$ cat config.mk
export PLATFORM = sky130hd
export DESIGN_NAME = commit_tracker_flat
export DESIGN_NICKNAME = d
export VERILOG_FILES = /design/src/rtl/commit_tracker_pkg.sv /design/src/rtl/commit_tracker_if.sv /design/src/rtl/commit_fifo.sv /design/src/rtl/commit_tracker.sv /design/src/flat_wrapper.sv
export SDC_FILE = /design/constraint.sdc
export NUM_CORES = 2
export LEC_CHECK = 0
export ABC_AREA = 1
export CAP_MARGIN = 20
export CORE_MARGIN = 8
export CORE_UTILIZATION = 53
export CTS_CLUSTER_DIAMETER = 120
export CTS_CLUSTER_SIZE = 24
export DETAILED_ROUTE_END_ITERATION = 8
export PLACE_DENSITY = 0.83
export SLEW_MARGIN = 20
export SYNTH_ARGS = -nofsm -noshare
export SYNTH_HDL_FRONTEND = slang
export SYNTH_HIERARCHICAL = 1
export SYNTH_SLANG_ARGS = --single-unit
$ cat constraint.sdc
create_clock -name clk -period 7 [get_ports clk]
set_input_delay 1.05 -clock clk [delete_from_list [all_inputs] [get_ports clk]]
set_output_delay 1.05 -clock clk [all_outputs]
set_load 0.02 [all_outputs]
$ cat src/rtl/commit_tracker_pkg.sv
// Shared types for the commit tracker: buffer entry layout, sequence width
// and the pipeline stage names used when inspecting in-flight entries.
package commit_tracker_pkg;

    localparam int SEQ_W = 32;

    typedef enum logic [1:0] {
        STG_I,
        STG_X,
        STG_M
    } stage_t;

    typedef struct packed {
        logic [SEQ_W-1:0] seq;
        logic [31:0]      pc;
        logic [31:0]      inst;
        logic             wbv;
        logic [4:0]       rd;
        logic [31:0]      data;
        logic             brv;
        logic [31:0]      target;
    } entry_t;

    function automatic logic [SEQ_W-1:0] seq_inc(input logic [SEQ_W-1:0] s);
        return s + SEQ_W'(1);
    endfunction

endpackage

$ cat src/rtl/commit_tracker_if.sv
// Stage-advance strobes from the core and the registered commit/Konata
// stream towards the trace logger, bundled as one interface.
interface commit_tracker_if;
    import commit_tracker_pkg::*;

    logic             issue_v;
    logic [31:0]      issue_pc;
    logic [31:0]      issue_inst;
    logic             issue_ready;
    logic             x_v;
    logic             wb_v;
    logic [4:0]       wb_rd;
    logic [31:0]      wb_data;
    logic             br_v;
    logic [31:0]      br_target;
    logic             flush_v;
    logic             m_v;
    logic             r_v;

    logic             valid;
    logic [31:0]      pc;
    logic [31:0]      inst;
    logic             rdv;
    logic [4:0]       rd_x;
    logic [31:0]      rd_data;
    logic             pcv;
    logic [31:0]      pc_x;
    logic             inst_v_i;
    logic             inst_v_x;
    logic             inst_v_m;
    logic             inst_v_r;
    logic [SEQ_W-1:0] ci;
    logic [SEQ_W-1:0] cx;
    logic [SEQ_W-1:0] cm;
    logic [SEQ_W-1:0] cr;
    logic [2:0]       flushed;
    logic             proto_err;

    modport master (
        output issue_v, issue_pc, issue_inst, x_v, wb_v, wb_rd, wb_data,
               br_v, br_target, flush_v, m_v, r_v,
        input  issue_ready, valid, pc, inst, rdv, rd_x, rd_data, pcv, pc_x,
               inst_v_i, inst_v_x, inst_v_m, inst_v_r, ci, cx, cm, cr,
               flushed, proto_err
    );

    modport slave (
        input  issue_v, issue_pc, issue_inst, x_v, wb_v, wb_rd, wb_data,
               br_v, br_target, flush_v, m_v, r_v,
        output issue_ready, valid, pc, inst, rdv, rd_x, rd_data, pcv, pc_x,
               inst_v_i, inst_v_x, inst_v_m, inst_v_r, ci, cx, cm, cr,
               flushed, proto_err
    );

endinterface

$ cat src/rtl/commit_fifo.sv
// Entry storage for the commit tracker: whole-entry write at the tail slot,
// writeback/redirect update of the X slot, and three indexed read ports.
module commit_fifo
    import commit_tracker_pkg::*;
#(
    parameter int DEPTH = 4,
    parameter int AW    = $clog2(DEPTH)
) (
    input  logic             clk,
    input  logic             wr_en,
    input  logic [AW-1:0]    wr_idx,
    input  entry_t           wr_data,
    input  logic             upd_en,
    input  logic [AW-1:0]    upd_idx,
    input  logic             upd_wbv,
    input  logic [4:0]       upd_rd,
    input  logic [31:0]      upd_data,
    input  logic             upd_brv,
    input  logic [31:0]      upd_target,
    input  logic [AW-1:0]    rd_idx_x,
    input  logic [AW-1:0]    rd_idx_m,
    input  logic [AW-1:0]    rd_idx_r,
    output logic [SEQ_W-1:0] seq_x,
    output logic [SEQ_W-1:0] seq_m,
    output entry_t           ent_r
);

    entry_t ent [DEPTH];

    // Tail and X slots are always distinct when both are enabled, so the
    // write takes priority only as a tie-break that never actually occurs.
    generate
        for (genvar gi = 0; gi < DEPTH; gi++) begin : g_ent
            entry_t ent_reg;

            always_ff @(posedge clk) begin
                if (wr_en && wr_idx == AW'(gi)) begin
                    ent_reg <= wr_data;
                end else if (upd_en && upd_idx == AW'(gi)) begin
                    ent_reg.wbv    <= upd_wbv;
                    ent_reg.rd     <= upd_rd;
                    ent_reg.data   <= upd_data;
                    ent_reg.brv    <= upd_brv;
                    ent_reg.target <= upd_target;
                end
            end

            assign ent[gi] = ent_reg;
        end
    endgenerate

    assign seq_x = ent[rd_idx_x].seq;
    assign seq_m = ent[rd_idx_m].seq;
    assign ent_r = ent[rd_idx_r];

endmodule

$ cat src/rtl/commit_tracker.sv
// Follows each instruction from issue to retire in an in-order buffer and
// emits registered Konata stage pulses plus the retire record stream.
module commit_tracker
    import commit_tracker_pkg::*;
#(
    parameter int DEPTH = 4
) (
    input logic             clk,
    input logic             reset,
    commit_tracker_if.slave bus
);

    localparam int            AW      = $clog2(DEPTH);
    localparam int            PW      = AW + 1;
    localparam logic [PW-1:0] DEPTH_P = PW'(DEPTH);
    localparam logic [PW-1:0] ONE_P   = PW'(1);

    // Pointers carry one extra wrap bit so full and empty are distinguishable.
    logic [PW-1:0]    head_reg, xp_reg, mp_reg, tail_reg;
    logic [PW-1:0]    head_next, xp_next, mp_next, tail_next;
    logic [SEQ_W-1:0] seq_ctr_reg, seq_ctr_next;
    logic [PW-1:0]    i_cnt, x_cnt, m_cnt, total;
    logic             full, ready;
    logic             issue_ok, x_ok, flush_ok, m_ok, r_ok, viol;
    logic [2:0]       flushed_next;
    entry_t           new_ent, ent_r;
    logic [SEQ_W-1:0] seq_x, seq_m;

    logic             valid_reg, rdv_reg, pcv_reg;
    logic [31:0]      pc_reg, inst_reg, rd_data_reg, pc_x_reg;
    logic [4:0]       rd_x_reg;
    logic             inst_v_i_reg, inst_v_x_reg, inst_v_m_reg, inst_v_r_reg;
    logic [SEQ_W-1:0] ci_reg, cx_reg, cm_reg, cr_reg;
    logic [2:0]       flushed_reg;
    logic             proto_err_reg;

    assign i_cnt = tail_reg - xp_reg;
    assign x_cnt = xp_reg - mp_reg;
    assign m_cnt = mp_reg - head_reg;
    assign total = tail_reg - head_reg;
    assign full  = (total == DEPTH_P);
    assign ready = !full && !bus.flush_v;

    // Availability is judged on registered counts only: an entry that moves
    // into a stage this cycle cannot also leave it this cycle.
    assign issue_ok = bus.issue_v && ready;
    assign x_ok     = bus.x_v && (i_cnt != '0);
    assign flush_ok = bus.flush_v && x_ok;
    assign m_ok     = bus.m_v && (x_cnt != '0);
    assign r_ok     = bus.r_v && (m_cnt != '0);
    assign viol     = (bus.x_v && (i_cnt == '0)) ||
                      (bus.m_v && (x_cnt == '0)) ||
                      (bus.r_v && (m_cnt == '0)) ||
                      (bus.flush_v && !bus.x_v) ||
                      (bus.issue_v && !ready);

    always_comb begin
        new_ent        = '0;
        new_ent.seq    = seq_ctr_reg;
        new_ent.pc     = bus.issue_pc;
        new_ent.inst   = bus.issue_inst;

        head_next      = r_ok ? head_reg + ONE_P : head_reg;
        mp_next        = m_ok ? mp_reg + ONE_P : mp_reg;
        xp_next        = x_ok ? xp_reg + ONE_P : xp_reg;
        tail_next      = issue_ok ? tail_reg + ONE_P : tail_reg;
        seq_ctr_next   = issue_ok ? seq_inc(seq_ctr_reg) : seq_ctr_reg;
        flushed_next   = 3'd0;

        // Everything behind the flushing X entry is dropped; the sequence
        // counter is left alone so discarded IDs are never reused.
        if (flush_ok) begin
            tail_next    = xp_reg + ONE_P;
            flushed_next = 3'(i_cnt - ONE_P);
        end
    end

    commit_fifo #(
        .DEPTH (DEPTH),
        .AW    (AW)
    ) u_fifo (
        .clk        (clk),
        .wr_en      (issue_ok),
        .wr_idx     (tail_reg[AW-1:0]),
        .wr_data    (new_ent),
        .upd_en     (x_ok),
        .upd_idx    (xp_reg[AW-1:0]),
        .upd_wbv    (bus.wb_v && (bus.wb_rd != 5'd0)),
        .upd_rd     (bus.wb_rd),
        .upd_data   (bus.wb_data),
        .upd_brv    (bus.br_v),
        .upd_target (bus.br_target),
        .rd_idx_x   (xp_reg[AW-1:0]),
        .rd_idx_m   (mp_reg[AW-1:0]),
        .rd_idx_r   (head_reg[AW-1:0]),
        .seq_x      (seq_x),
        .seq_m      (seq_m),
        .ent_r      (ent_r)
    );

    always_ff @(posedge clk) begin
        if (!reset) begin
            head_reg      <= '0;
            xp_reg        <= '0;
            mp_reg        <= '0;
            tail_reg      <= '0;
            seq_ctr_reg   <= '0;
            valid_reg     <= 1'b0;
            rdv_reg       <= 1'b0;
            pcv_reg       <= 1'b0;
            pc_reg        <= '0;
            inst_reg      <= '0;
            rd_x_reg      <= '0;
            rd_data_reg   <= '0;
            pc_x_reg      <= '0;
            inst_v_i_reg  <= 1'b0;
            inst_v_x_reg  <= 1'b0;
            inst_v_m_reg  <= 1'b0;
            inst_v_r_reg  <= 1'b0;
            ci_reg        <= '0;
            cx_reg        <= '0;
            cm_reg        <= '0;
            cr_reg        <= '0;
            flushed_reg   <= '0;
            proto_err_reg <= 1'b0;
        end else begin
            head_reg      <= head_next;
            xp_reg        <= xp_next;
            mp_reg        <= mp_next;
            tail_reg      <= tail_next;
            seq_ctr_reg   <= seq_ctr_next;

            valid_reg     <= r_ok;
            rdv_reg       <= r_ok && ent_r.wbv;
            pcv_reg       <= r_ok && ent_r.brv;
            inst_v_i_reg  <= issue_ok;
            inst_v_x_reg  <= x_ok;
            inst_v_m_reg  <= m_ok;
            inst_v_r_reg  <= r_ok;
            flushed_reg   <= flushed_next;
            proto_err_reg <= proto_err_reg | viol;

            if (issue_ok) begin
                ci_reg <= seq_ctr_reg;
            end
            if (x_ok) begin
                cx_reg <= seq_x;
            end
            if (m_ok) begin
                cm_reg <= seq_m;
            end
            if (r_ok) begin
                cr_reg      <= ent_r.seq;
                pc_reg      <= ent_r.pc;
                inst_reg    <= ent_r.inst;
                rd_x_reg    <= ent_r.rd;
                rd_data_reg <= ent_r.data;
                pc_x_reg    <= ent_r.target;
            end
        end
    end

    assign bus.issue_ready = ready;
    assign bus.valid       = valid_reg;
    assign bus.pc          = pc_reg;
    assign bus.inst        = inst_reg;
    assign bus.rdv         = rdv_reg;
    assign bus.rd_x        = rd_x_reg;
    assign bus.rd_data     = rd_data_reg;
    assign bus.pcv         = pcv_reg;
    assign bus.pc_x        = pc_x_reg;
    assign bus.inst_v_i    = inst_v_i_reg;
    assign bus.inst_v_x    = inst_v_x_reg;
    assign bus.inst_v_m    = inst_v_m_reg;
    assign bus.inst_v_r    = inst_v_r_reg;
    assign bus.ci          = ci_reg;
    assign bus.cx          = cx_reg;
    assign bus.cm          = cm_reg;
    assign bus.cr          = cr_reg;
    assign bus.flushed     = flushed_reg;
    assign bus.proto_err   = proto_err_reg;

endmodule
$ cat src/flat_wrapper.sv
// flat-port wrapper written by rule: the top's interface ports become plain ports
module commit_tracker_flat import commit_tracker_pkg::*;
#(
    parameter int DEPTH = 4
)
  (clk, reset, bus_issue_v, bus_issue_pc, bus_issue_inst, bus_x_v, bus_wb_v, bus_wb_rd, bus_wb_data, bus_br_v, bus_br_target, bus_flush_v, bus_m_v, bus_r_v, bus_issue_ready, bus_valid, bus_pc, bus_inst, bus_rdv, bus_rd_x, bus_rd_data, bus_pcv, bus_pc_x, bus_inst_v_i, bus_inst_v_x, bus_inst_v_m, bus_inst_v_r, bus_ci, bus_cx, bus_cm, bus_cr, bus_flushed, bus_proto_err);
  commit_tracker_if bus_i ();
  input logic clk;
  input logic reset;
  input wire logic [$bits(bus_i.issue_v)-1:0] bus_issue_v;
  input wire logic [$bits(bus_i.issue_pc)-1:0] bus_issue_pc;
  input wire logic [$bits(bus_i.issue_inst)-1:0] bus_issue_inst;
  input wire logic [$bits(bus_i.x_v)-1:0] bus_x_v;
  input wire logic [$bits(bus_i.wb_v)-1:0] bus_wb_v;
  input wire logic [$bits(bus_i.wb_rd)-1:0] bus_wb_rd;
  input wire logic [$bits(bus_i.wb_data)-1:0] bus_wb_data;
  input wire logic [$bits(bus_i.br_v)-1:0] bus_br_v;
  input wire logic [$bits(bus_i.br_target)-1:0] bus_br_target;
  input wire logic [$bits(bus_i.flush_v)-1:0] bus_flush_v;
  input wire logic [$bits(bus_i.m_v)-1:0] bus_m_v;
  input wire logic [$bits(bus_i.r_v)-1:0] bus_r_v;
  output wire logic [$bits(bus_i.issue_ready)-1:0] bus_issue_ready;
  output wire logic [$bits(bus_i.valid)-1:0] bus_valid;
  output wire logic [$bits(bus_i.pc)-1:0] bus_pc;
  output wire logic [$bits(bus_i.inst)-1:0] bus_inst;
  output wire logic [$bits(bus_i.rdv)-1:0] bus_rdv;
  output wire logic [$bits(bus_i.rd_x)-1:0] bus_rd_x;
  output wire logic [$bits(bus_i.rd_data)-1:0] bus_rd_data;
  output wire logic [$bits(bus_i.pcv)-1:0] bus_pcv;
  output wire logic [$bits(bus_i.pc_x)-1:0] bus_pc_x;
  output wire logic [$bits(bus_i.inst_v_i)-1:0] bus_inst_v_i;
  output wire logic [$bits(bus_i.inst_v_x)-1:0] bus_inst_v_x;
  output wire logic [$bits(bus_i.inst_v_m)-1:0] bus_inst_v_m;
  output wire logic [$bits(bus_i.inst_v_r)-1:0] bus_inst_v_r;
  output wire logic [$bits(bus_i.ci)-1:0] bus_ci;
  output wire logic [$bits(bus_i.cx)-1:0] bus_cx;
  output wire logic [$bits(bus_i.cm)-1:0] bus_cm;
  output wire logic [$bits(bus_i.cr)-1:0] bus_cr;
  output wire logic [$bits(bus_i.flushed)-1:0] bus_flushed;
  output wire logic [$bits(bus_i.proto_err)-1:0] bus_proto_err;
  assign bus_i.issue_v = bus_issue_v;
  assign bus_i.issue_pc = bus_issue_pc;
  assign bus_i.issue_inst = bus_issue_inst;
  assign bus_i.x_v = bus_x_v;
  assign bus_i.wb_v = bus_wb_v;
  assign bus_i.wb_rd = bus_wb_rd;
  assign bus_i.wb_data = bus_wb_data;
  assign bus_i.br_v = bus_br_v;
  assign bus_i.br_target = bus_br_target;
  assign bus_i.flush_v = bus_flush_v;
  assign bus_i.m_v = bus_m_v;
  assign bus_i.r_v = bus_r_v;
  assign bus_issue_ready = bus_i.issue_ready;
  assign bus_valid = bus_i.valid;
  assign bus_pc = bus_i.pc;
  assign bus_inst = bus_i.inst;
  assign bus_rdv = bus_i.rdv;
  assign bus_rd_x = bus_i.rd_x;
  assign bus_rd_data = bus_i.rd_data;
  assign bus_pcv = bus_i.pcv;
  assign bus_pc_x = bus_i.pc_x;
  assign bus_inst_v_i = bus_i.inst_v_i;
  assign bus_inst_v_x = bus_i.inst_v_x;
  assign bus_inst_v_m = bus_i.inst_v_m;
  assign bus_inst_v_r = bus_i.inst_v_r;
  assign bus_ci = bus_i.ci;
  assign bus_cx = bus_i.cx;
  assign bus_cm = bus_i.cm;
  assign bus_cr = bus_i.cr;
  assign bus_flushed = bus_i.flushed;
  assign bus_proto_err = bus_i.proto_err;
  commit_tracker #(.DEPTH(DEPTH)) u_core (.clk(clk), .reset(reset), .bus(bus_i));
endmodule
==> summary.md <==
| Metric | Value |
|---|---|
| Post-route minimum period | `5160 ps` |
| TritonCTS clock tree | `built` |
| Die width | `312 microns` |
| Largest net degree at the start of global routing | `154` |
| Min-Delay Endpoint | `u_core/bus.ci[22]` |
| Clk_lat worst skew | `650 ps` |
| Hold_sp | `u_core/bus.ci[22]` |
| P per Cell Area | `419 nW/um^2` |
| Cells after Synth | `5,718` |
| Switching power | `9.88 mW` |
| Post-CTS sizing | `0` |
| Cell internal pwr | `12.5 mW` |
| Final ANT Viol Nets | `0` |
| Hold WS | `472 ps` |
| Placeable Area | `86,800 sq um` |
| Synth Register Bits | `between 900 and 1,000` |
| DRT iter0 DRCs | `4,624` |
| Clock Power Share | `14.1%` |
| Num rows | `108` |
| Crit path max fanout | `54` |
| Worst setup SP type | `register` |
| Global-route wire length before repair | `between 200,000 and 250,000 microns` |
| Max-cap violations | `0` |
| DR pass1 iterations | `6` |
| Total wire length | `133,000 microns` |
| Combinational share of power | `47.2%` |
| Share of cells above drive strength 1 | `2.76%` |
| WP data required | `7260 ps` |
| Routed vias/inst | `5.32` |
| Highest Clock Rate | `194 MHz` |
| Maximum vdd drop | `410 uV` |
| GRT overflow | `0` |
| Initial core utilization | `53.5%` |
| Die Y | `~310 microns` |
| Drt wl/cell | `~18 microns` |
| Crit path DAT | `approximately 5400 ps` |
| Clock skew | `32.4 ps` |
| # H-tree levels | `2` |
| Drc violations | `0` |
| Switching Share | `44.2%` |
| Sequential share of power | `38.6%` |
| Unrepaired setup endpoints after global routing | `false` |
| Port bufs | `414` |
| Max_slew headroom | `24.3%` |
| Vias post-DR | `39,200` |
| Layout area overhead | `15.0%` |
| Fin. Hold Viols | `0` |
| Max FFs per register | `668` |
| Num ports | `about 420` |
| Design Power | `22.4 mW` |
| Sink Count | `983` |
| Run status | `complete, no violations` |
| LEAKAGE | `24.2 nW` |
| Hold path depth | `2` |
| Pre-CTS WS | `around 1900 ps` |
| Commonest non-fill, non-tap cell in the layout | `nand2_1` |
| Post-route cell area | `53,400 sq um` |
| Initial antenna violation count | `11` |
| Type of the worst setup path | `reg2reg` |
| Number of buffers created by CTS | `47` |
| Final Max Slew Viols | `0` |
| Reg-to-Reg End | `u_core/u_fifo/ent[358]` |
| Reg2reg setup slack | `1840 ps` |
| Hold-fix buffer count after cts | `0` |
| Worst-path clk slew | `100 ps` |
| R2R Path Start | `u_core/tail_reg[0]` |
| Setup Viol. Count Final | `0` |
| Worst-case reg-to-reg path depth | `10` |
| Area after DPL | `52,000 sq um` |
| Final Cycle Share | `73.8%` |
| Worst Setup End Kind | `register` |
| GRT Util Overall | `26.2%` |
| Longest Clk Path Bufs | `3` |
| Detailed Place HPWL | `80,900 microns` |
| Most frequent cells in the layout | `2,043 x nand2_1, 709 x inv_1, 668 x edfxtp_1` |
| Mapped Area | `46,400 sq um` |
| Post-CTS setup buffers | `0` |
| Actual slew at the worst max-slew pin | `1140 ps` |
| Die area | `about 97,000 sq um` |
| Avg Cell Area, Syn | `8.12 sq um` |
| Hold Crit Class | `reg2reg` |
| Unique masters post-synth | `36` |
| Sequential area share after synthesis | `56.8%` |
| Setup_tns | `0 ps` |
| Fillers | `7,083` |
| Routability Congestion | `0.871` |
| Nets | `6,320` |
| Setup WS post-layout | `between 1500 and 2000 ps` |
| Vias in the first global route | `between 30,000 and 40,000` |
| Synth warn | `6` |
| Root Driver | `clkbuf_16` |
## layout make-up
type	instances	area, sq um	area share (%)
clock buffers	83	1310	2.45
multi-input cells	3946	16800	31.5
well taps	1155	1450	2.70
clock inverters	5	87.6	0.164
inverters	725	2760	5.17
repair buffers	460	4580	8.58
flip-flops and latches	983	26400	49.4
diodes	6	15.0	0.0281
## cell usage after synthesis (all sizes together)
| cell | number | area share [%] |
|---|---|---|
| xnor2 | 5 | 0.094 |
| nand4 | 148 | 2.0 |
| a21oi | 72 | 0.94 |
| dfxtp | 315 | 14 |
| ha | 14 | 0.38 |
| clkbuf | 175 | 1.4 |
| edfxtp | 668 | 43 |
| inv | 724 | 5.9 |
| nand3 | 553 | 6.1 |
| buf | 172 | 2.2 |
| clkinv | 1 | 0.0081 |
| nor2 | 535 | 4.3 |
| a211oi | 1 | 0.016 |
| nand3b | 14 | 0.23 |
| o21ai | 241 | 2.6 |
| xor2 | 17 | 0.32 |
| nor2b | 1 | 0.013 |
| fa | 1 | 0.043 |
| nand2 | 2059 | 17 |
| conb | 1 | 0.0081 |
| or4 | 1 | 0.016 |
## metrics by stage
| step | instances | utilization [%] |
|---|---|---|
| 3_3_place_gp | 7267 | 59.9 |
| 4_1_cts | 7357 | 61.6 |
| 6_report | 7363 | 61.6 |
| 2_1_floorplan | 6001 | - |
| 3_5_place_dp | 7269 | 59.9 |
| 5_1_grt | 7359 | 61.6 |
## routing by layer
metal / track usage, % / vias to the layer above / wire (microns)
met5: 0 / - / 43
met2: 44.6 / 1927 / 64600
met1: 33.3 / 18300 / 51300
met4: 9.45 / 8 / 4480
li1: - / 18700 / -
met3: 4.96 / 293 / 12700
## power by group through the flow
stage                     registers [mW]  logic [mW]  clock network, mW
after floorplan                     9.47        5.98                  0
after global placement              8.71        10.2                  0
after detailed placement            8.78        10.5                  0
after CTS                           8.64        10.5               3.22
after global routing                8.79        11.5               3.41
final                               8.64        10.6               3.16
## critical path, cell delays in order, from the launching register on
cell and delay, ps:
dfxtp_4 600, inv_1 160, ha_1 230, fa_1 480, ha_1 240, nand3_2 100, nand2_2 480, inv_2 720
nand2_1 270, o21ai_4 620, buf_4 770
## kinds of logic (layout without fill, tap and decap cells)
| family | count (synthesis) | after routing | share of synthesized area (%) |
|---|---|---|---|
| compound gates | 314 | 314 | 3.56 |
| simple gates | 3311 | 3311 | 29.4 |
| flops | 983 | 983 | 56.8 |
| xor+xnor | 22 | 22 | 0.415 |
| fa+ha+maj | 15 | 15 | 0.420 |
| other cells | 1 | 290 | 0.00807 |
| buf+inv | 1072 | 1273 | 9.46 |
## worst max-delay path by stage
stage / from / endpoint / slack [ps] / cells after the start
after detailed placement: u_core/tail_reg[0] / u_core/u_fifo/ent[394] / 1890 / 10
after floorplan: u_core/tail_reg[0] / u_core/u_fifo/ent[334] / -500 / 10
after global placement: u_core/tail_reg[0] / u_core/u_fifo/ent[374] / 2020 / 10
final: u_core/tail_reg[0] / u_core/u_fifo/ent[358] / 1840 / 10
after global routing: u_core/tail_reg[0] / u_core/u_fifo/ent[358] / 1580 / 10
after CTS: u_core/tail_reg[0] / u_core/u_fifo/ent[358] / 1870 / 10
(Power assumes the default switching activity.)
